### config.mk
export PLATFORM = sky130hd
export DESIGN_NAME = calc_sequencer_flat
export DESIGN_NICKNAME = d
export VERILOG_FILES = /design/src/rtl/calc_sequencer_if.sv /design/src/rtl/calc_sequencer.sv /design/src/flat_wrapper.sv
export SDC_FILE = /design/constraint.sdc
export NUM_CORES = 1
export LEC_CHECK = 0
export CORE_MARGIN = 4
export CORE_UTILIZATION = 30
export CTS_BUF_LIST = sky130_fd_sc_hd__clkbuf_2 sky130_fd_sc_hd__clkbuf_4 sky130_fd_sc_hd__clkbuf_8
export CTS_CLUSTER_DIAMETER = 80
export DETAILED_ROUTE_END_ITERATION = 12
export PLACE_DENSITY_LB_ADDON = 0.25
export SLEW_MARGIN = 15
export SYNTH_ARGS = -nofsm -noshare
export SYNTH_HDL_FRONTEND = slang
export SYNTH_SLANG_ARGS = --single-unit
### constraint.sdc
create_clock -name clk_pi -period 2.06 [get_ports clk_pi]
set_clock_uncertainty 0.1 [all_clocks]
set_input_delay 0.412 -clock clk_pi [delete_from_list [all_inputs] [get_ports clk_pi]]
set_output_delay 0.412 -clock clk_pi [all_outputs]
set_load 0.03 [all_outputs]
### src/rtl/calc_sequencer_if.sv
// Bundle between the calculator sequencer and its surroundings: button and switch
// inputs, the datapath result path, and the operand/op/display outputs.
interface calc_sequencer_if #(
  parameter int CNT_W = 16
);
  logic [3:0]       btn_pi;
  logic [3:0]       sw_a_pi;
  logic [3:0]       sw_b_pi;
  logic [7:0]       calc_result_pi;
  logic             calc_ovflw_pi;

  logic [3:0]       data1_po;
  logic [3:0]       data2_po;
  logic [3:0]       op_po;
  logic [CNT_W-1:0] counter_po;
  logic [7:0]       result_po;
  logic             ovflw_po;
  logic             busy_po;
  logic             done_po;

  // The sequencer side.
  modport master (
    input  btn_pi, sw_a_pi, sw_b_pi, calc_result_pi, calc_ovflw_pi,
    output data1_po, data2_po, op_po, counter_po, result_po, ovflw_po, busy_po, done_po
  );

  // Buttons, switches, datapath and display.
  modport slave (
    output btn_pi, sw_a_pi, sw_b_pi, calc_result_pi, calc_ovflw_pi,
    input  data1_po, data2_po, op_po, counter_po, result_po, ovflw_po, busy_po, done_po
  );
endinterface

### src/rtl/calc_sequencer.sv
// Sequencer for the 4-bit calculator: edge-detects op buttons, latches operands,
// holds the op for a settle window, then captures result/overflow for display.
module calc_sequencer #(
  parameter int EXEC_CYCLES = 2,
  parameter int CNT_W       = 16
) (
  input logic              clk_pi,
  input logic              reset_pi,
  calc_sequencer_if.master bus
);

  typedef enum logic [1:0] {
    IDLE,
    EXEC,
    WAIT_REL
  } state_t;

  localparam logic [3:0]       EXEC_LOAD = 4'(EXEC_CYCLES - 1);
  localparam logic [CNT_W-1:0] CNT_ONE   = CNT_W'(1);

  state_t     state_q;
  logic [3:0] btn_q;
  logic [3:0] exec_cnt_q;
  logic [3:0] press;
  logic [3:0] op_sel;

  assign press = bus.btn_pi & ~btn_q;

  // Lowest button index wins when several rise together; clear is handled separately.
  // NOTE: op_sel gets a default before the if-chain so no path leaves it unassigned,
  // which would otherwise infer a latch.
  always_comb begin
    op_sel = 4'b0000;
    if (press[0])      op_sel = 4'b0001;
    else if (press[1]) op_sel = 4'b0010;
    else if (press[2]) op_sel = 4'b0100;
  end

  // NOTE: all state here uses non-blocking assignments so every register samples
  // the pre-edge values of its neighbours, independent of statement order.
  always_ff @(posedge clk_pi) begin
    if (reset_pi) begin
      state_q        <= IDLE;
      btn_q          <= 4'b0000;
      exec_cnt_q     <= 4'd0;
      bus.data1_po   <= 4'd0;
      bus.data2_po   <= 4'd0;
      bus.op_po      <= 4'b0000;
      bus.counter_po <= '0;
      bus.result_po  <= 8'h00;
      bus.ovflw_po   <= 1'b0;
      bus.busy_po    <= 1'b0;
      bus.done_po    <= 1'b0;
    end else begin
      btn_q          <= bus.btn_pi;
      bus.counter_po <= bus.counter_po + CNT_ONE;
      bus.done_po    <= 1'b0;

      unique case (state_q)
        IDLE: begin
          if (op_sel != 4'b0000) begin
            bus.data1_po <= bus.sw_a_pi;
            bus.data2_po <= bus.sw_b_pi;
            bus.op_po    <= op_sel;
            exec_cnt_q   <= EXEC_LOAD;
            bus.busy_po  <= 1'b1;
            state_q      <= EXEC;
          end else if (press[3]) begin
            bus.result_po <= 8'h00;
            bus.ovflw_po  <= 1'b0;
            bus.done_po   <= 1'b1;
            bus.busy_po   <= 1'b1;
            state_q       <= WAIT_REL;
          end
        end

        EXEC: begin
          if (exec_cnt_q == 4'd0) begin
            bus.result_po <= bus.calc_result_pi;
            // Multiplication of two 4-bit values always fits in 8 bits.
            bus.ovflw_po  <= bus.op_po[2] ? 1'b0 : bus.calc_ovflw_pi;
            bus.done_po   <= 1'b1;
            bus.op_po     <= 4'b0000;
            state_q       <= WAIT_REL;
          end else begin
            exec_cnt_q <= exec_cnt_q - 4'd1;
          end
        end

        WAIT_REL: begin
          if (bus.btn_pi == 4'b0000) begin
            bus.busy_po <= 1'b0;
            state_q     <= IDLE;
          end
        end

        default: begin
          bus.op_po   <= 4'b0000;
          bus.busy_po <= 1'b0;
          state_q     <= IDLE;
        end
      endcase
    end
  end

endmodule
### src/flat_wrapper.sv
// flat-port wrapper written by rule: the top's interface ports become plain ports
module calc_sequencer_flat 
#(
  parameter int EXEC_CYCLES = 2,
  parameter int CNT_W       = 16
)
  (clk_pi, reset_pi, bus_btn_pi, bus_sw_a_pi, bus_sw_b_pi, bus_calc_result_pi, bus_calc_ovflw_pi, bus_data1_po, bus_data2_po, bus_op_po, bus_counter_po, bus_result_po, bus_ovflw_po, bus_busy_po, bus_done_po);
  calc_sequencer_if #(.CNT_W(CNT_W)) bus_i ();
  input logic clk_pi;
  input logic reset_pi;
  input wire logic [$bits(bus_i.btn_pi)-1:0] bus_btn_pi;
  input wire logic [$bits(bus_i.sw_a_pi)-1:0] bus_sw_a_pi;
  input wire logic [$bits(bus_i.sw_b_pi)-1:0] bus_sw_b_pi;
  input wire logic [$bits(bus_i.calc_result_pi)-1:0] bus_calc_result_pi;
  input wire logic [$bits(bus_i.calc_ovflw_pi)-1:0] bus_calc_ovflw_pi;
  output wire logic [$bits(bus_i.data1_po)-1:0] bus_data1_po;
  output wire logic [$bits(bus_i.data2_po)-1:0] bus_data2_po;
  output wire logic [$bits(bus_i.op_po)-1:0] bus_op_po;
  output wire logic [$bits(bus_i.counter_po)-1:0] bus_counter_po;
  output wire logic [$bits(bus_i.result_po)-1:0] bus_result_po;
  output wire logic [$bits(bus_i.ovflw_po)-1:0] bus_ovflw_po;
  output wire logic [$bits(bus_i.busy_po)-1:0] bus_busy_po;
  output wire logic [$bits(bus_i.done_po)-1:0] bus_done_po;
  assign bus_i.btn_pi = bus_btn_pi;
  assign bus_i.sw_a_pi = bus_sw_a_pi;
  assign bus_i.sw_b_pi = bus_sw_b_pi;
  assign bus_i.calc_result_pi = bus_calc_result_pi;
  assign bus_i.calc_ovflw_pi = bus_calc_ovflw_pi;
  assign bus_data1_po = bus_i.data1_po;
  assign bus_data2_po = bus_i.data2_po;
  assign bus_op_po = bus_i.op_po;
  assign bus_counter_po = bus_i.counter_po;
  assign bus_result_po = bus_i.result_po;
  assign bus_ovflw_po = bus_i.ovflw_po;
  assign bus_busy_po = bus_i.busy_po;
  assign bus_done_po = bus_i.done_po;
  calc_sequencer #(.EXEC_CYCLES(EXEC_CYCLES), .CNT_W(CNT_W)) u_core (.clk_pi(clk_pi), .reset_pi(reset_pi), .bus(bus_i));
endmodule
Word-level counts from Yosys, hierarchy flattened

Cells that the tools add are included.

Muxes and demuxes: 31
Reductions and logical operators: 11
Bitwise gates (word level): 4
Equality and inequality tests: 9
Add/sub/neg operators: 2

Operators by type and width:

| operator              | number |
|---|---|
| $mux 4                | 6 |
| $mux 8                | 3 |
| $add 16x1->16 const B | 1 |
| $pmux 8 s2            | 1 |
| $pmux 4 s3            | 1 |
| $reduce_and 3->1      | 4 |
| $mux 1                | 10 |
| $logic_not 4->1       | 2 |
| $mux 2                | 4 |
| $ne 2x1->1 const B    | 4 |
| $pmux 4 s2            | 1 |
| $pmux 2 s3            | 1 |
| $and 4x4->4           | 1 |
| $ne 2x2->1 const B    | 2 |
| $not 4->4             | 1 |
| $pmux 1 s2            | 2 |
| $reduce_and 4->1      | 1 |
| $reduce_bool 4->1     | 1 |
| $sub 4x1->4 const B   | 1 |
| $mux 3                | 1 |
| $ne 3x1->1 const B    | 1 |
| $pmux 1 s3            | 1 |
| $eq 2x1->1 const B    | 1 |
| $eq 2x2->1 const B    | 1 |
| other kinds (4)       | 5 |

Flip-flop bits (word level): 49

Longest topological paths before layout

Gate-level depths: netlist of the first run.

Word-level depth: 8
Gate-level depth with buffers: 7
Gate-level depth less buffers: 6

Worst setup path after synthesis of the first run

No wires, ideal clock.

Path type: register to register
Start: register u_core.exec_cnt_q[0]
End: register u_core.bus.result_po[0]
Clock period less this slack: 1662 ps
Setup time: 117 ps
Path buffers: 1
Data arrival time: 1446 ps
Setup slack: 398 ps
Stages on the path, launching flop included: 8
Cells stage by stage: dfxtp_1 -> inv_1 -> ha_1 -> or3b_1 -> buf_6 -> nor2_1 -> a211oi_2 -> a22o_1

Word-level cells in the longest chain between the ends: 3

Ends and longest elaborated chain:

| item                       | RTL line                | text |
|---|---|---|
| start, declared            | calc_sequencer.sv:23    | `logic [3:0] exec_cnt_q;` |
| start signal, assigned     | calc_sequencer.sv:86    | `exec_cnt_q <= exec_cnt_q - 4'd1;` |
| $logic_not 4->1            | calc_sequencer.sv:78    | `if (exec_cnt_q == 4'd0) begin` |
| $ne 2x1->1 (no line)       | -                       |  |
| $reduce_and 4->1 (no line) | -                       |  |
| end signal, assigned       | calc_sequencer.sv:79    | `bus.result_po <= bus.calc_result_pi;` |
| end, declared              | calc_sequencer_if.sv:24 | `output data1_po, data2_po, op_po, counter_po, result_po, ovflw_po, busy_po, done_po` |

Every way passes these cells.
A chain may end at the register's enable or synchronous reset.

Final worst setup path of the first run

Start: register u_core.bus.counter_po[5]
End: output bus_counter_po[5]

RTL lines:

| item                   | RTL line                | text |
|---|---|---|
| start, declared        | calc_sequencer_if.sv:24 |  |
| start signal, assigned | calc_sequencer.sv:56    | `bus.counter_po <= bus.counter_po + CNT_ONE;` |
| end, declared          | flat_wrapper.sv:19      | `output wire logic [$bits(bus_i.counter_po)-1:0] bus_counter_po;` |

No word-level cell between the ends.

==> impl_summary.md, run 1 <==
Outcome
The flow ran to the end, and the final reports show no timing, DRC or antenna violations.

Timing
Once routing completed, OpenROAD measured the worst setup slack at 0.0986 ns. The timing-limited maximum frequency is 0.510 GHz. The routed design could run at a clock period as short as 1.96 ns.

In the final timing run, aggregate negative setup slack is 0 ns. The number of hold violations in the final report came to 0. Setup repair after global routing left no endpoint under its margin.

The final number of setup-violating endpoints is 0. The max-slew violation count is 0. The part of the cycle the worst path needs is 0.952.

Clocking
The clock latency on the worst-skew pair is 0.30 ns. The H-tree level count is 2. The number of post-CTS setup repair buffers is 0. Clock tree synthesis selected as its root buffer the cell clkbuf_8. The number of CTS-inserted buffers is 5. The number of hold buffers added after CTS was 0. The clock transition at the registers of the reported paths is 0.08 ns. CTS saw 48 sinks.

TritonCTS built the clock tree. No sink is reached through more buffers than the 2 on the longest clock path. The number of instances resized during post-cts repair is 0.

Yosys
Sorting the synthesized cells by area gives the leading types as dfxtp_1, nor2_1, mux2i_1. The most frequently used cell type in the post-synthesis netlist is dfxtp_1. The number of nets in the synthesized netlist is 232. For this run, the register share of the synthesized area comes to 0.481. The netlist area before placement is 0.00200 mm². Of the post-synthesis cell area, the dominant cell type holds 0.481. The synthesized design contains 48 register bits. The yosys synthesis warning count is 0. The cell accounting for the most synthesized area is dfxtp_1. The share of synthesized flip-flops with an asynchronous set or reset is 0.

A synthesized cell averages 9.69 µm². Synthesis handed over a netlist of 206 instances. The prevailing post-synth register cell is dfxtp_1. Counting distinct cell types in the post-synthesis netlist gives 47. The number of synthesized flops with an enable pin is 0. The commonest cells after synthesis are dfxtp_1, nor2_1, nor3_1.

Floorplan
Measured along the y axis, the die boundary spans 89.6 µm. The total number of placement rows is 29. The core region is 0.00642 mm².

The die area is 0.00803 mm². The initial cell density of the core is 0.311. Measured along the x axis, the die boundary spans 89.6 µm.

The boundary pin count is 62.

Routing
Dividing the detail-routed wire length by the instance count gives 12.6 µm. The length of routed met2 wiring is 1930 µm. The per-cell via count in the routed design is 4.62. The length of routed met3 wiring is 337 µm. The detailed-route wire length is 4420 µm. After the first detailed-routing iteration, the DRC count stood at 60. The met1 layer wirelength in the final routing is 2140 µm. The DRC violation count after routing is 0.

The first detailed-routing pass ran for 4 iterations. The highest metal layer with signal wires is met4. The remaining number of nets flagged by the antenna check after routing is 0. The routed layout has 1,616 vias.

Setup path
For this design, the slowest cell found on the critical path is clkdlybuf4s50_1. For the worst setup path, the data required time is 1.55 ns. The worst setup path is captured at an output port. Data on the critical path arrives at its endpoint at 1.45 ns. Grouping stages by cell kind, the critical path spends the most delay in buffers and inverters. The launching element type of the critical path is a flip-flop. The worst setup path is of the flip-flop to output port kind.

The maximum net fanout on the critical path is 5. The buffer and inverter count on the worst path is 1. The critical path goes through clkdlybuf4s50_1.

On the worst path, the slowest cell contributes a delay of 0.72 ns.

Power and ir drop
The maximum ir drop on the vdd rail is 490 µV. The reported leakage power is 1.06 nW. Dividing total power by cell area gives a power density of 838 mW/mm².

Finish
The share of final-layout standard cells stronger than drive strength 1 is 0.103. The share of the core filled with cells is 0.437. Once layout is done, the placed cells without fillers occupy 0.00281 mm². The area growth from synthesis to layout is 40.7%. The final layout contains 298 nets. The repair_antennas step left the layout with diodes totalling 0. For this run, the number of standard cells in the final layout without fillers is 350.

Run
Max-cap violations in this run came to 0.

GRT
The first-pass GRT wire length is 7220 µm. The initial antenna violation count is 0. The total global-route track usage is 0.114. Entering global routing, the biggest net connects 21 pins.

Summed over all layers, the global routing overflow is 0. The number of global-route vias before repair was 1,597.

Placed design
Counting tap cells, the placed design contains a total of 342 instances. At the end of routability-driven placement, the weighted congestion stood at 0.745. The post-place instance area is 0.00270 mm².

At the placement stage, the worst setup path has a slack of -0.0210 ns. The HPWL after detailed placement is 3150 µm. The count of buffers added on input and output ports is 60.

Worst hold path
The min-delay analysis places its worst path in the category flip-flop to flip-flop.
==> cells in the final DEF (no fill, tap or decap), types with 2 or more instances in the layout <==
| cell type | count |
|---|---|
| and2b_2 | 2 |
| nor2b_1 | 7 |
| clkbuf_8 | 6 |
| inv_1 | 4 |
| ha_1 | 3 |
| nand2_1 | 9 |
| and2b_4 | 2 |
| a22o_1 | 8 |
| xor2_1 | 5 |
| nor3_1 | 11 |
| clkdlybuf4s50_1 | 60 |
| clkbuf_4 | 2 |
| nand3_1 | 6 |
| or3_1 | 2 |
| nor2_1 | 32 |
| a21oi_1 | 10 |
| nor4_1 | 3 |
| mux2i_1 | 8 |
| dfxtp_1 | 48 |
| xnor2_1 | 8 |
| o21ai_1 | 2 |
| o21ai_0 | 3 |
| nand4_1 | 3 |
| buf_4 | 6 |
==> area by class of cell <==
class | count | area (µm²)
Fill cell | 622 | 3610
Multi-Input combinational cell | 146 | 973
Sequential cell | 48 | 961
Timing Repair Buffer | 67 | 666
Clock buffer | 8 | 97.6
Tap cell | 77 | 96.3
Inverter | 4 | 15.0
==> where the power goes <==
group          switching, W  internal [W]  total [W]
Sequential        0.0000518       0.00101    0.00106
Clock              0.000311      0.000301   0.000612
Combinational      0.000365      0.000317   0.000682
==> path summary, 6_finish.rpt <==
check | cells past startpoint | from | slack (ns) | to
hold reg to reg | 1 | u_core.bus.counter_po[0] | 0.37 | u_core.bus.counter_po[0]
hold / removal | 1 | u_core.bus.counter_po[0] | 0.37 | u_core.bus.counter_po[0]
setup / recovery | 1 | u_core.bus.counter_po[5] | 0.1 | bus_counter_po[5]
setup reg to reg | 6 | u_core.exec_cnt_q[0] | 0.18 | u_core.bus.result_po[7]
==> per-stage QoR <==
stage / hold slack [ns] / power, W
after floorplan: 0.368 / 0.00153
after global placement: 0.346 / 0.00176
after detailed placement: 0.347 / 0.00176
after CTS: 0.373 / 0.00239
after global routing: 0.396 / 0.00249
final: 0.368 / 0.00235
==> routing by layer <==
layer	up-vias	global-route usage
met5	-	0
met4	0	0.0365
met3	2	0.0429
met2	46	0.175
met1	727	0.149
li1	841	-
==> flip-flops by register name, summed over array words and instances (netlist names) <==
name	count
u_core.bus.counter_po	16
u_core.bus.result_po	8
u_core.btn_q	4
u_core.bus.data1_po	4
u_core.bus.data2_po	4
u_core.exec_cnt_q	4
u_core.bus.op_po	3
u_core.state_q	2
u_core.bus.busy_po	1
u_core.bus.done_po	1
u_core.bus.ovflw_po	1
==> cell families after synthesis <==
kind of cell	synth area share
simple gates	0.246
xor+xnor	0.0570
buf+inv	0.0351
mux	0.0457
flops	0.481
other cells	0.00188
compound gates	0.114
fa+ha+maj	0.0188
Note: power is estimated with default switching activity, not from simulation.
==> run 2, diff against run 1 <==
- CORE_MARGIN: 4 -> 2
==> impl_summary.md, run 2 (synthesis gave the netlist of run 1 again) <==
Routing
The remaining number of nets flagged by the antenna check after routing is 0. In the routed design, unresolved DRC markers number 0. Across all layers, the routed design uses 1,615 vias.

The per-cell via count in the routed design is 4.61. The wire length per cell is 12.4 µm. Before antenna repair, the detailed router went through 4 iterations. The number of design-rule violations left by the first detailed-router iteration is 68. Summed over all layers, the routed wires come to 4350 µm.

Timing
Once routing completed, OpenROAD measured the worst setup slack at 0.0949 ns. The part of the cycle the worst path needs is 0.954. The final number of setup-violating endpoints is 0. The post-route minimum period is 1.97 ns. Setup repair after global routing left no endpoint under its margin. The max-slew violation count was 0. The number of hold violations in the final report came to 0.

The timing-limited maximum frequency is 0.509 GHz. Hold timing on the final database bottoms out at a slack of 0.371 ns.

Setup path
At the worst endpoint, the required time is 1.55 ns. The cell count of the worst reg-to-reg path is 6. The data arrival time of the worst path is 1.45 ns.

The path type of the worst setup path is flip-flop to output port. The critical path depth is 1. The worst stage delay on the critical path is 0.71 ns.

The slowest stage of the critical path belongs to the cell clkdlybuf4s50_1. The buffer and inverter count on the worst path is 1. The critical path's top delay family is buffers and inverters. The signal on the critical path passes through clkdlybuf4s50_1. The kind of end point of the critical path is an output port.

The maximum net fanout on the critical path is 5. The worst setup path is launched from a flip-flop.

GRT
The initial antenna violation count is 0. After global routing the overflow that remains totals 0. The number of global-route vias before repair is 1,670. The first-pass GRT wire length is 7710 µm. Across every metal layer, demand over resource in global routing totals 0.131. Entering global routing, the biggest net connects 21 pins.

Worst hold path
The number of cells traversed by the worst hold path is 1. The worst hold-check path type is flip-flop to flip-flop.

Placed design
The HPWL after detailed placement is 3080 µm. The congestion estimate from routability-driven global placement came to 0.743. Prior to clock tree synthesis, the placed netlist has a worst setup slack of -0.0180 ns. The post-place instance area is 0.00271 mm².

In this run the tool buffered the top-level ports with 60 buffer cells.

Finish
The fill cell instance count of the final layout is 656. The most flop-heavy register is u_core.bus.counter_po. The register with the most flip-flops in the layout has 16 of them. In the layout the commonest cells are clkdlybuf4s50_1, dfxtp_1, nor2_1, nor3_1, a21oi_1. The number of inserted diodes is 0. The largest registers in the layout are u_core.bus.counter_po (16), u_core.bus.result_po (8). The most frequent standard cell in the layout excluding fill and tap cells is clkdlybuf4s50_1. The share of final-layout standard cells stronger than drive strength 1 is 0.103. For this run, the post-layout net count is 299. The final design area excluding fillers is 0.00280 mm².

Compared with the post-synthesis result, the final layout area differs by 40.2%.

Power and ir drop
In this run the power density over the cells is 818 mW/mm². The design draws 0.00229 W. The maximum ir drop on the vdd rail is 438 µV. The analysis attributes to cell leakage a power of 1.05 nW.

Floorplan
The total area inside the core boundary comes to 0.00639 mm². The die covers 0.00732 mm². Pin placement for this block handled 62 I/O pins. For this configuration, the core starts out at a cell density of 0.313. Measured along the x axis, the die boundary spans 85.6 µm. The total number of placement rows is 29.

The floorplan die height is 85.6 µm.

Clocking
The clock latency on the worst-skew pair is 0.30 ns. The total number of clock tree sinks is 48. The clock passes through at most 2 buffers.

The TritonCTS clock tree is done. The cell sitting at the root of the clock tree is a clkbuf_8. TritonCTS created 5 clock buffers. The H-tree level count is 2. The clock transition at the registers of the reported paths is 0.08 ns. After clock tree synthesis, the flow added hold-fix buffers numbering 0.

Outcome
The run finished with clean final reports.

Run
The max capacitance violation total is 0.
## run 2: changes by cell type in the layout (fill, tap and decap cells not counted), sizes merged
cell,previous run,this run
clkbuf,8,6
buf,7,8
clkinv,0,1
## run 2: timing repair
| item | in CTS | in global routing |
|---|---|---|
| gates resized for setup | 0 | 1 |
| setup buffers | 0 | 0 |
| endpoints found under the setup margin | 0 | 8 |
## run 2: path summary, 6_finish.rpt
path | from | to | slack, ns
setup / recovery | u_core.bus.counter_po[5] | bus_counter_po[5] | 0.09
hold / removal | u_core.bus.counter_po[0] | u_core.bus.counter_po[0] | 0.37
setup reg to reg | u_core.exec_cnt_q[0] | u_core.bus.result_po[2] | 0.22
hold reg to reg | u_core.bus.counter_po[0] | u_core.bus.counter_po[0] | 0.37
## run 2: final cells by class
| cell class | count | area (µm²) | area share |
|---|---|---|---|
| Sequential cell | 48 | 961 | 0.343 |
| Tap cell | 77 | 96.3 | 0.0344 |
| Timing Repair Buffer | 68 | 673 | 0.240 |
| Multi-Input combinational cell | 146 | 973 | 0.348 |
| Clock inverter | 1 | 5.00 | 0.00179 |
| Inverter | 4 | 15.0 | 0.00536 |
| Clock buffer | 6 | 76.3 | 0.0273 |
## run 2: per-layer routing
layer  vias to the layer above  track usage  share of wire
li1                        840            -              -
met4                         0       0.0433          0.011
met1                       727        0.169           0.49
met5                         -            0              0
met2                        44        0.202           0.43
met3                         4       0.0472          0.067
## run 2: power by group
group,total [W],internal [W],switching [W]
logic,0.000680,0.000317,0.000362
registers,0.00106,0.00101,0.0000523
clock network,0.000550,0.000245,0.000305
total,0.00229,0.00157,0.000720
## run 2: through the flow
step,utilization,cells,setup TNS (ns)
global route,0.438,350,0
CTS,0.437,350,0
floorplan,-,206,0
finish,0.438,350,0
global placement,0.425,343,0
detailed placement,0.425,343,-0.0792
==> run 3, diff against run 2 <==
- CELL_PAD_IN_SITES_DETAIL_PLACEMENT: default -> 1
- CELL_PAD_IN_SITES_GLOBAL_PLACEMENT: default -> 1
==> impl_summary.md, run 3 (synthesis gave the netlist of run 1 again) <==
Timing
The max-slew violation count is 0. Setup violations remaining at the end of the flow were counted as 0. The number of hold violations in the final report is 0. Setup repair after global routing left no endpoint under its margin. After layout, the minimum clock period comes to 1.98 ns. The part of the cycle the worst path needs is 0.961.

The timing-limited maximum frequency is 0.505 GHz.

Setup path
The path type of the worst setup path is flip-flop to output port. The worst setup path is captured at an output port. The launching instance or port of the critical path is u_core.bus.counter_po[7].

The critical path depth is 1. At the worst endpoint, the required time is 1.55 ns. In this run the register-to-register setup slack is 0.18 ns.

On the critical path, the stage with the largest delay is an instance of clkdlybuf4s50_1. The worst stage delay on the critical path is 0.72 ns. The data arrival time of the worst path is 1.47 ns. The cell count of the worst reg-to-reg path is 6. The buffer and inverter count on the worst path is 1.

Traced cell by cell, the critical path runs through clkdlybuf4s50_1. The maximum net fanout on the critical path is 7. In this run the worst setup path terminates at bus_counter_po[7]. STA classifies the critical path startpoint as a flip-flop. The startpoint identified for the worst register-to-register timing path is u_core.exec_cnt_q[0]. The destination of the worst register-to-register timing path is u_core.bus.result_po[2]. The cell family contributing the most delay on the critical path is buffers and inverters.

Routing
The DRC violation count after routing is 0. The per-cell via count in the routed design is 4.76. The detailed-route wire length is 4670 µm. In the final routed layout, each cell accounts on average for 13.4 µm. For this block, the via count after detailed routing is 1,665. The remaining number of nets flagged by the antenna check after routing is 0. The pre-antenna-repair detailed-routing pass consisted of 4 iterations. The number of design-rule violations left by the first detailed-router iteration is 35.

Finish
The final design area excluding fillers is 0.00283 mm². The register with the most flip-flops in the layout has 16 of them. The layout overhead on the synthesized area is 41.5%. The most frequent standard cell in the layout excluding fill and tap cells is clkdlybuf4s50_1. In the layout the commonest cells are clkdlybuf4s50_1, dfxtp_1, nor2_1, nor3_1, a21oi_1. The number of inserted diodes is 0.

The largest registers in the layout are u_core.bus.counter_po (16), u_core.bus.result_po (8). In the final layout, the share of cells above drive strength 1 is 0.103. The most flop-heavy register is u_core.bus.counter_po. The layout has 732 filler cells. Leaving out filler cells and counting taps, the final layout contains 350.

In the final design database the tool counted 298 nets.

GRT
The total global-route track usage is 0.137. The number of global-route vias before repair came to 1,755. Summed over all layers, the global routing overflow is 0.

The first-pass GRT wire length is 8090 µm. Entering global routing, the biggest net connects 24 pins. The initial antenna violation count is 0.

Run
The max capacitance violation total is 0.

Placed design
The congestion estimate from routability-driven global placement came to 0.746. The total of buffers placed on input and output ports is 60. After detailed placement, the total cell area comes to 0.00270 mm².

In this run, placement finished with an instance count of 342. The HPWL after detailed placement is 3430 µm.

Power and ir drop
Of the total power, the share spent switching nets is 0.307. The maximum ir drop on the vdd rail is 323 µV. The share of power burned in combinational logic is 0.279.

The relative contribution of sequential cells to total power is 0.437. Dividing total power by cell area gives a power density of 861 mW/mm². The internal portion of the total power is 0.00169 W.

Of the total power, the clock network draws 0.284. Total power for the finished layout comes to 0.00243 W. In this run the power spent charging and discharging nets is 0.000747 W. The analysis attributes to cell leakage a power of 1.08 nW.

Clocking
The H-tree level count is 2. The number of buffers between clock root and the deepest sink is 2. The number of CTS-inserted buffers is 5. The tree built by TritonCTS fans out to 48 sinks. The root buffer cell is clkbuf_8. After clock tree synthesis, the clock-pin slew on the worst setup and hold paths is 0.09 ns. TritonCTS built the clock tree.

After clock tree synthesis, the flow added hold-fix buffers numbering 0. At the later pin of the worst-skew pair, clock insertion delay measures 0.30 ns.

Floorplan
The core area is 0.00639 mm². The initial cell density of the core is 0.313. The floorplan has 29 rows. The die area is 0.00732 mm². The die boundary width is 85.6 µm.

The floorplan die height is 85.6 µm. 62 I/O pins were placed.

Outcome
The run finished with clean final reports.

Worst hold path
The path class of the tightest hold or removal check is flip-flop to flip-flop.
run 3: cell count changes in the layout (fill, tap and decap cells not counted):
cell             previous run  this run
clkdlybuf4s50_1            60        59
buf_4                       7         6
clkinvlp_4                  0         1
bufinv_16                   0         1
dlymetal6s2s_1              0         1
clkbuf_4                    1         0
run 3: how the worst min path moves through the flow:
stage	slack, ns	from	cells past startpoint	to
2_1_floorplan	0.37	u_core.exec_cnt_q[0]	1	u_core.exec_cnt_q[0]
5_1_grt	0.41	u_core.bus.result_po[0]	1	u_core.bus.result_po[0]
3_5_place_dp	0.36	u_core.bus.result_po[1]	1	u_core.bus.result_po[1]
4_1_cts	0.39	u_core.bus.counter_po[0]	1	u_core.bus.counter_po[0]
3_3_place_gp	0.34	u_core.bus.counter_po[0]	1	u_core.bus.counter_po[0]
6_report	0.38	u_core.bus.result_po[1]	1	u_core.bus.result_po[1]
run 3: layout make-up:
cell class,count,area (µm²),area share
multi-input combinational,146,973,0.345
sequential,48,961,0.340
timing repair buffer,67,668,0.236
tap,77,96.3,0.0341
clock buffer,5,68.8,0.0244
clock inverter,3,42.5,0.0151
inverter,4,15.0,0.00531
run 3: metal layers:
metal | up-vias | routed length (µm) | track usage | part of all wire
met1 | 781 | 2200 | 0.178 | 0.47
met2 | 44 | 2090 | 0.217 | 0.45
met4 | 0 | 53 | 0.0390 | 0.011
li1 | 835 | - | - | -
met3 | 5 | 328 | 0.0472 | 0.070
met5 | - | 0 | 0 | 0
run 3: stage by stage:
step	utilization	setup slack (ns)	hold slack, ns	setup TNS, ns
global placement	0.423	0.0160	0.343	0
CTS	0.441	0.0404	0.388	0
floorplan	-	0.398	0.368	0
finish	0.442	0.0803	0.379	0
detailed placement	0.423	-0.0188	0.359	-0.0922
global route	0.442	0.0133	0.411	0
run 3: worst register-to-register path: stages, from the launching register on:
cell and delay [ns]:
dfxtp_1 0.35, inv_1 0.09, ha_1 0.15, or3b_1 0.49, nor2_1 0.28, a211oi_4 0.11
a22o_1 0.20
run 3: power by group through the flow:
stage	registers, W	clock network, W	logic [W]
after floorplan	0.00120	0	0.000330
after global placement	0.00109	0	0.000677
after detailed placement	0.00109	0	0.000683
after CTS	0.00107	0.000720	0.000686
after global routing	0.00108	0.000758	0.000742
final	0.00106	0.000690	0.000680
run 3: what timing repair did:
action,in CTS,in global routing
setup endpoints to repair,0,9
setup buffers,0,0
gates resized for setup,0,2
==> patch 1: new RTL, settings of run 2 <==
`CNT_W` is set to 16 in 3 places; all go to 14.
--- a/src/rtl/calc_sequencer_if.sv
+++ b/src/rtl/calc_sequencer_if.sv
@@ -1,7 +1,7 @@
 // Bundle between the calculator sequencer and its surroundings: button and switch
 // inputs, the datapath result path, and the operand/op/display outputs.
 interface calc_sequencer_if #(
-  parameter int CNT_W = 16
+  parameter int CNT_W = 14
 );
   logic [3:0]       btn_pi;
   logic [3:0]       sw_a_pi;
--- a/src/rtl/calc_sequencer.sv
+++ b/src/rtl/calc_sequencer.sv
@@ -2,7 +2,7 @@
 // holds the op for a settle window, then captures result/overflow for display.
 module calc_sequencer #(
   parameter int EXEC_CYCLES = 2,
-  parameter int CNT_W       = 16
+  parameter int CNT_W       = 14
 ) (
   input logic              clk_pi,
   input logic              reset_pi,
--- a/src/flat_wrapper.sv
+++ b/src/flat_wrapper.sv
@@ -2,7 +2,7 @@
 module calc_sequencer_flat 
 #(
   parameter int EXEC_CYCLES = 2,
-  parameter int CNT_W       = 16
+  parameter int CNT_W       = 14
 )
   (clk_pi, reset_pi, bus_btn_pi, bus_sw_a_pi, bus_sw_b_pi, bus_calc_result_pi, bus_calc_ovflw_pi, bus_data1_po, bus_data2_po, bus_op_po, bus_counter_po, bus_result_po, bus_ovflw_po, bus_busy_po, bus_done_po);
   calc_sequencer_if #(.CNT_W(CNT_W)) bus_i ();
Interface: changed (resized bus_counter_po); port bits go from 62 to 60. No check against the original RTL was run, so the function may have changed too.
==> patch 1 against run 2 <==
Sequential cell count shrank 2; synthesized area is 7.5% lower; design area shrank 6.0%; worst hold slack got worse by 0.0026 ns; critical path depth unchanged; total power down 2.6%; sequential power decreased by 4%; worst setup slack better by 0.032 ns; wire length decreased by 10%.
==> patch 1: results (changes against run 2) <==
Outcome
  – Outcome: finished, final reports clean

Placement
  – Port buffer count: 58 (-3.3%)
  – Dpl ws: -0.00717 ns (+0.0108 ns)
  – Placed wire-length estimate: 2.80 mm (-9.0%)
  – GP Congestion: 0.747 (+0.57%)

Synth
  – Multiplexer share of the synthesized area: 5.69% (+1.1 points)
  – Synth top area cells: dfxtp_1 50%, nor2_1 5.5%, mux2i_1 4.9%, xor2_1 4.7%, a22o_1 3.8%
  – Syn Nets: 213 (-8.2%)
  – Post-synthesis compound-gate area fraction: 12.3% (+0.85 points)
  – Yosys synthesis warning count: 0 (unchanged)
  – Post-synthesis xor/xnor area fraction: 5.21% (-0.49 points)
  – Most frequent cells after synthesis: 46 x dfxtp_1, 27 x nor2_1, 10 x xor2_1
  – Adder-Cell Fraction of Synth Area: 2.03% (+0.15 points)
  – Register area share after synthesis: 49.8% (+1.7 points)
  – Average cell area after synthesis: 9.88 µm² (+1.9%)
  – Cell variety after synth: 41 (-13%)

Setup path
  – Maximum fanout along the worst path: 5 (unchanged)
  – Reg2reg path depth: 6 (unchanged)
  – Delay-heaviest family, CP: buffers and inverters
  – Crit path DAT: 1.42 ns (-0.03 ns)
  – Critical path's slowest cell: clkdlybuf4s50_1

Clock tree
  – Setup Fix Bufs, Post-CTS: 0 (unchanged)
  – H-tree levels: 2 (unchanged)
  – Worst-skew pair later-pin latency: a little under 0.3 ns
  – Clk pin slew, worst setup/hold paths: 0.08 ns (about the same)

Global routing
  – M2 GR Usage: 19.0% (-1.3 points)
  – Met3 Use GR: 3.15% (-1.6 points)
  – GRT busiest layer: met2
  – Total GRT Usage: 12.4% (-0.65 points)
  – Largest net degree at the start of global routing: 40 (+90%)
  – GR Util met1: 15.7% (-1.3 points)
  – Initial antenna violation count: 0 (unchanged)
  – First-pass GRT wire length: 6.37 mm (-17%)
  – Vias in the first global route: 1423 (-15%)

Final layout
  – Layout cells sized above 1: 8.40% (-1.9 points)
  – ANT cells: 0 (unchanged)
  – # nets final: 275 (-8.0%)
  – Biggest regs: u_core.bus.counter_po x14, u_core.bus.result_po x8

Worst hold path
  – Hold Path Class: flip-flop to flip-flop
  – Hold Path Depth: 2 (+1)

Drt
  – Starting DRC count in detailed routing: 40 (-41%)
  – Total Wirelength: 3.91 mm (-10%)
  – First-pass DRT Iterations: 4 (unchanged)
  – DR vias/cell: 4.57 (-0.98%)

Power and ir drop
  – Leak: 1.02 nW (-3.7%)
  – Peak VDD IR: 0.322 mV (-27%)
[patch 1: cell types whose count changed in the layout (fill, tap and decap cells not counted), sizes merged, moves of 4 or more]
cell / before / now
a31oi: 0 / 5
buf: 8 / 3
xnor2: 8 / 1
nor3: 12 / 4
and2b: 5 / 1
xor2: 5 / 10
a21oi: 10 / 5
nand2b: 0 / 5
[patch 1: path summary, 6_finish.rpt]
check | slack [ns] | startpoint | end
worst max register to register | 0.27 | u_core.exec_cnt_q[0] | u_core.bus.op_po[0]
worst max-delay path | 0.13 | u_core.bus.counter_po[6] | bus_counter_po[6]
worst min register to register | 0.37 | u_core.bus.busy_po | u_core.bus.busy_po
worst min-delay path | 0.37 | u_core.bus.busy_po | u_core.bus.busy_po
[patch 1: cell type report]
class,count,area [µm²]
multi-input combinational,130,873
tap,75,93.8
clock buffer,7,90.1
sequential,46,921
fill,578,3290
clock inverter,1,5.00
inverter,5,18.8
timing repair buffer,61,631
[patch 1: timing repair]
item                       in CTS  in global routing
setup endpoints to repair       0                  1
resized for setup               0                  1
hold buffers                    0                  0
[patch 1: power breakdown]
| part | switching (W) | internal, W |
|---|---|---|
| registers | 0.0000532 | 0.000972 |
| clock network | 0.000287 | 0.000284 |
| logic | 0.000338 | 0.000298 |
[patch 1: cells by family (layout without fill, tap and decap cells)]
group | after synthesis | count (layout)
fa+ha+maj | 3 | 3
other cells | 1 | 1
compound gates | 28 | 28
simple gates | 77 | 77
xor+xnor | 11 | 11
mux | 10 | 10
buf+inv | 11 | 74
flops | 46 | 46
[patch 1: layer usage]
metal	vias to the layer above	routed length [µm]	share of wire, %
met2	32	1750	45
met3	2	202	5.2
met4	0	41	1.0
met1	681	1920	49
li1	770	-	-
met5	-	0	0
[patch 1: through the flow]
| step | instances | instance area, µm² | hold slack [ns] |
|---|---|---|---|
| final | 325 | 2630 | 0.369 |
| after global placement | 317 | 2530 | 0.353 |
| after detailed placement | 317 | 2530 | 0.359 |
| after CTS | 325 | 2630 | 0.371 |
| after global routing | 325 | 2630 | 0.394 |
| after floorplan | 187 | 1850 | 0.365 |
==> patch 2: new RTL, config.mk and constraints of run 2 <==
Made on the original files. Encoding of `state_t`: now one-hot (3 bits for 3 states).
--- a/src/rtl/calc_sequencer.sv
+++ b/src/rtl/calc_sequencer.sv
@@ -9,10 +9,10 @@
   calc_sequencer_if.master bus
 );
 
-  typedef enum logic [1:0] {
-    IDLE,
-    EXEC,
-    WAIT_REL
+  typedef enum logic [2:0] {
+    IDLE     = 3'b001,
+    EXEC     = 3'b010,
+    WAIT_REL = 3'b100
   } state_t;
 
   localparam logic [3:0]       EXEC_LOAD = 4'(EXEC_CYCLES - 1);
Formal check against the unedited RTL: same outputs for any inputs over 10 cycles, from zero or initial values and one cycle with reset_pi high; not proved beyond that.
==> patch 2 against run 2 <==
Via count grew 14%; wire length grew 16%; critical path depth grew 4; sequential cell count grew 1; synthesized area grew 4.6%; worst setup slack got worse by 0.048 ns; critical path type is now primary input to flip-flop; synthesized cell count is 5.3% higher; total power grew 7.8%; design area grew 6.7%.
==> patch 2: results (changes against run 2) <==
Worst hold path
  – Hold EP: u_core.bus.counter_po[0]
  – Worst Hold Launch: u_core.bus.counter_po[0]
  – Hold Path Depth: 1 (unchanged)
  – Hold Path Class: flip-flop to flip-flop

Setup path
  – Worst Setup End Kind: flip-flop
  – Delay-heaviest family, CP: compound AO/OA/AOI/OAI gates
  – FF-to-FF End: u_core.bus.result_po[3]
  – Reg2reg path depth: 4 (-2)
  – R2r startpoint: u_core.state_q[1]
  – Crit path DAT: 2.11 ns (+0.66 ns)
  – Setup crit start: bus_btn_pi[0]
  – R2r setup slk: 0.11 ns (-0.11 ns)
  – Maximum fanout along the worst path: 10 (+5)
  – Critical path's slowest cell: clkdlybuf4s50_1
  – Crit path largest cell delay: 0.46 ns (-0.25 ns)

Placement
  – Port buffer count: 60 (unchanged)
  – Placed cell areas: 2900 µm² (+6.8%)
  – Placed wire-length estimate: 3.67 mm (+19%)
  – Dpl ws: -0.254 ns (-0.236 ns)
  – Placed cells: 364 (+6.1%)
  – GP Congestion: 0.827 (+11%)

Global routing
  – First-pass GRT wire length: 8.20 mm (+6.4%)
  – Congestion Overflow GR: 0 (unchanged)
  – Total GRT Usage: 13.5% (+0.39 points)
  – Initial antenna violation count: 0 (unchanged)
  – Largest net degree at the start of global routing: 25 (+19%)

Drt
  – DR vias/cell: 4.94 (+7.1%)
  – # DRC: 0 (unchanged)
  – Antenna-violating nets left: 0 (unchanged)
  – Starting DRC count in detailed routing: 72 (+5.9%)
  – Total Wirelength: 5.03 mm (+16%)
  – DR vias: 1839 (+14%)
  – First-pass DRT Iterations: 4 (unchanged)

Synth
  – Syn Nets: 243 (+4.7%)
  – Ys flop type: dfxtp_1
  – Synthesized instance count: 217 (+5.3%)
  – Synth top area cells: dfxtp_1 47%, mux2i_1 4.8%, a32o_1 4.3%, nor2_1 3.8%, nor2b_1 3.3%
  – Cell variety after synth: 44 (-6.4%)
  – Most frequent cells after synthesis: 49 x dfxtp_1, 21 x nor2_1, 11 x nand2_1, 11 x nor2b_1, 10 x mux2i_1
  – Yosys synthesis warning count: 0 (unchanged)
  – Ys async rst share: 0% (unchanged)
  – Register area share after synthesis: 47.0% (-1.1 points)

Final layout
  – # nets final: 317 (+6.0%)
  – Layout cells sized above 1: 11.0% (+0.70 points)
  – ANT cells: 0 (unchanged)
  – Biggest regs: u_core.bus.counter_po x16, u_core.bus.result_po x8

Clock tree
  – H-tree levels: 2 (unchanged)
  – Clk pin slew, worst setup/hold paths: ~0.090 ns
  – TritonCTS Buffers: 5 (unchanged)
  – CTS Buffer Depth: 2 (unchanged)
  – Setup Fix Bufs, Post-CTS: 0 (unchanged)
  – Worst-skew pair later-pin latency: 0.30 ns (about the same)
  – Root Driver: clkbuf_8

Timing
  – Final setup fails: 0 (unchanged)
  – Worst Tran Pin Value: 0.574 ns

Power and ir drop
  – Leak: 1.11 nW (+5.2%)
  – Peak VDD IR: 0.464 mV (+5.8%)

Outcome
  – Outcome: finished, final reports clean
patch 2: cell count changes after synthesis, sizes merged, moves of 5 or more:
cell    before  now
nor2        32   21
a32o         0    9
nor3        12    3
a22o         8    0
nand2b       0    6
and2b        5    0
patch 2: cells by family after synthesis:
kind of cell / Yosys count / synth area share [%]
AO/OA/AOI/OAI: 40 / 15.9
other: 1 / 0.180
XOR/XNOR: 9 / 3.77
buffers and inverters: 17 / 3.42
flip-flops: 49 / 47.0
adder cells (fa/ha/maj): 3 / 1.80
multiplexers: 11 / 5.33
AND/OR/NAND/NOR: 87 / 22.6
patch 2: routing by layer:
metal / up-vias / wire length [µm] / track usage, %
li1: 927 / - / -
met1: 865 / 2430 / 17.9
met2: 43 / 2340 / 20.9
met3: 4 / 226 / 4.08
met4: 0 / 36 / 4.20
met5: - / 0 / 0
patch 2: power by group:
| part | total [W] | internal [W] | switching, W |
|---|---|---|---|
| sequential | 0.00109 | 0.00104 | 0.0000582 |
| combinational | 0.000814 | 0.000391 | 0.000423 |
| clock | 0.000562 | 0.000235 | 0.000327 |
patch 2: what timing repair did:
item / in CTS / in global routing
hold buffers: 0 / 0
setup endpoints to repair: 0 / 6
gates resized for setup: 0 / 1
patch 2: through the flow:
step | util [%] | hold WS (ns)
final | 44.2 | 0.387
after global placement | 42.9 | 0.357
after detailed placement | 42.9 | 0.369
after floorplan | - | 0.357
after global routing | 44.2 | 0.395
after CTS | 44.1 | 0.384
patch 2: final cells by class:
| type | instances | area [µm²] |
|---|---|---|
| well taps | 80 | 100 |
| multi-input cells | 151 | 1040 |
| clock buffers | 5 | 68.8 |
| flip-flops and latches | 49 | 981 |
| inverters | 7 | 26.3 |
| clock inverters | 3 | 17.5 |
| fillers | 682 | 3770 |
| repair buffers | 77 | 753 |
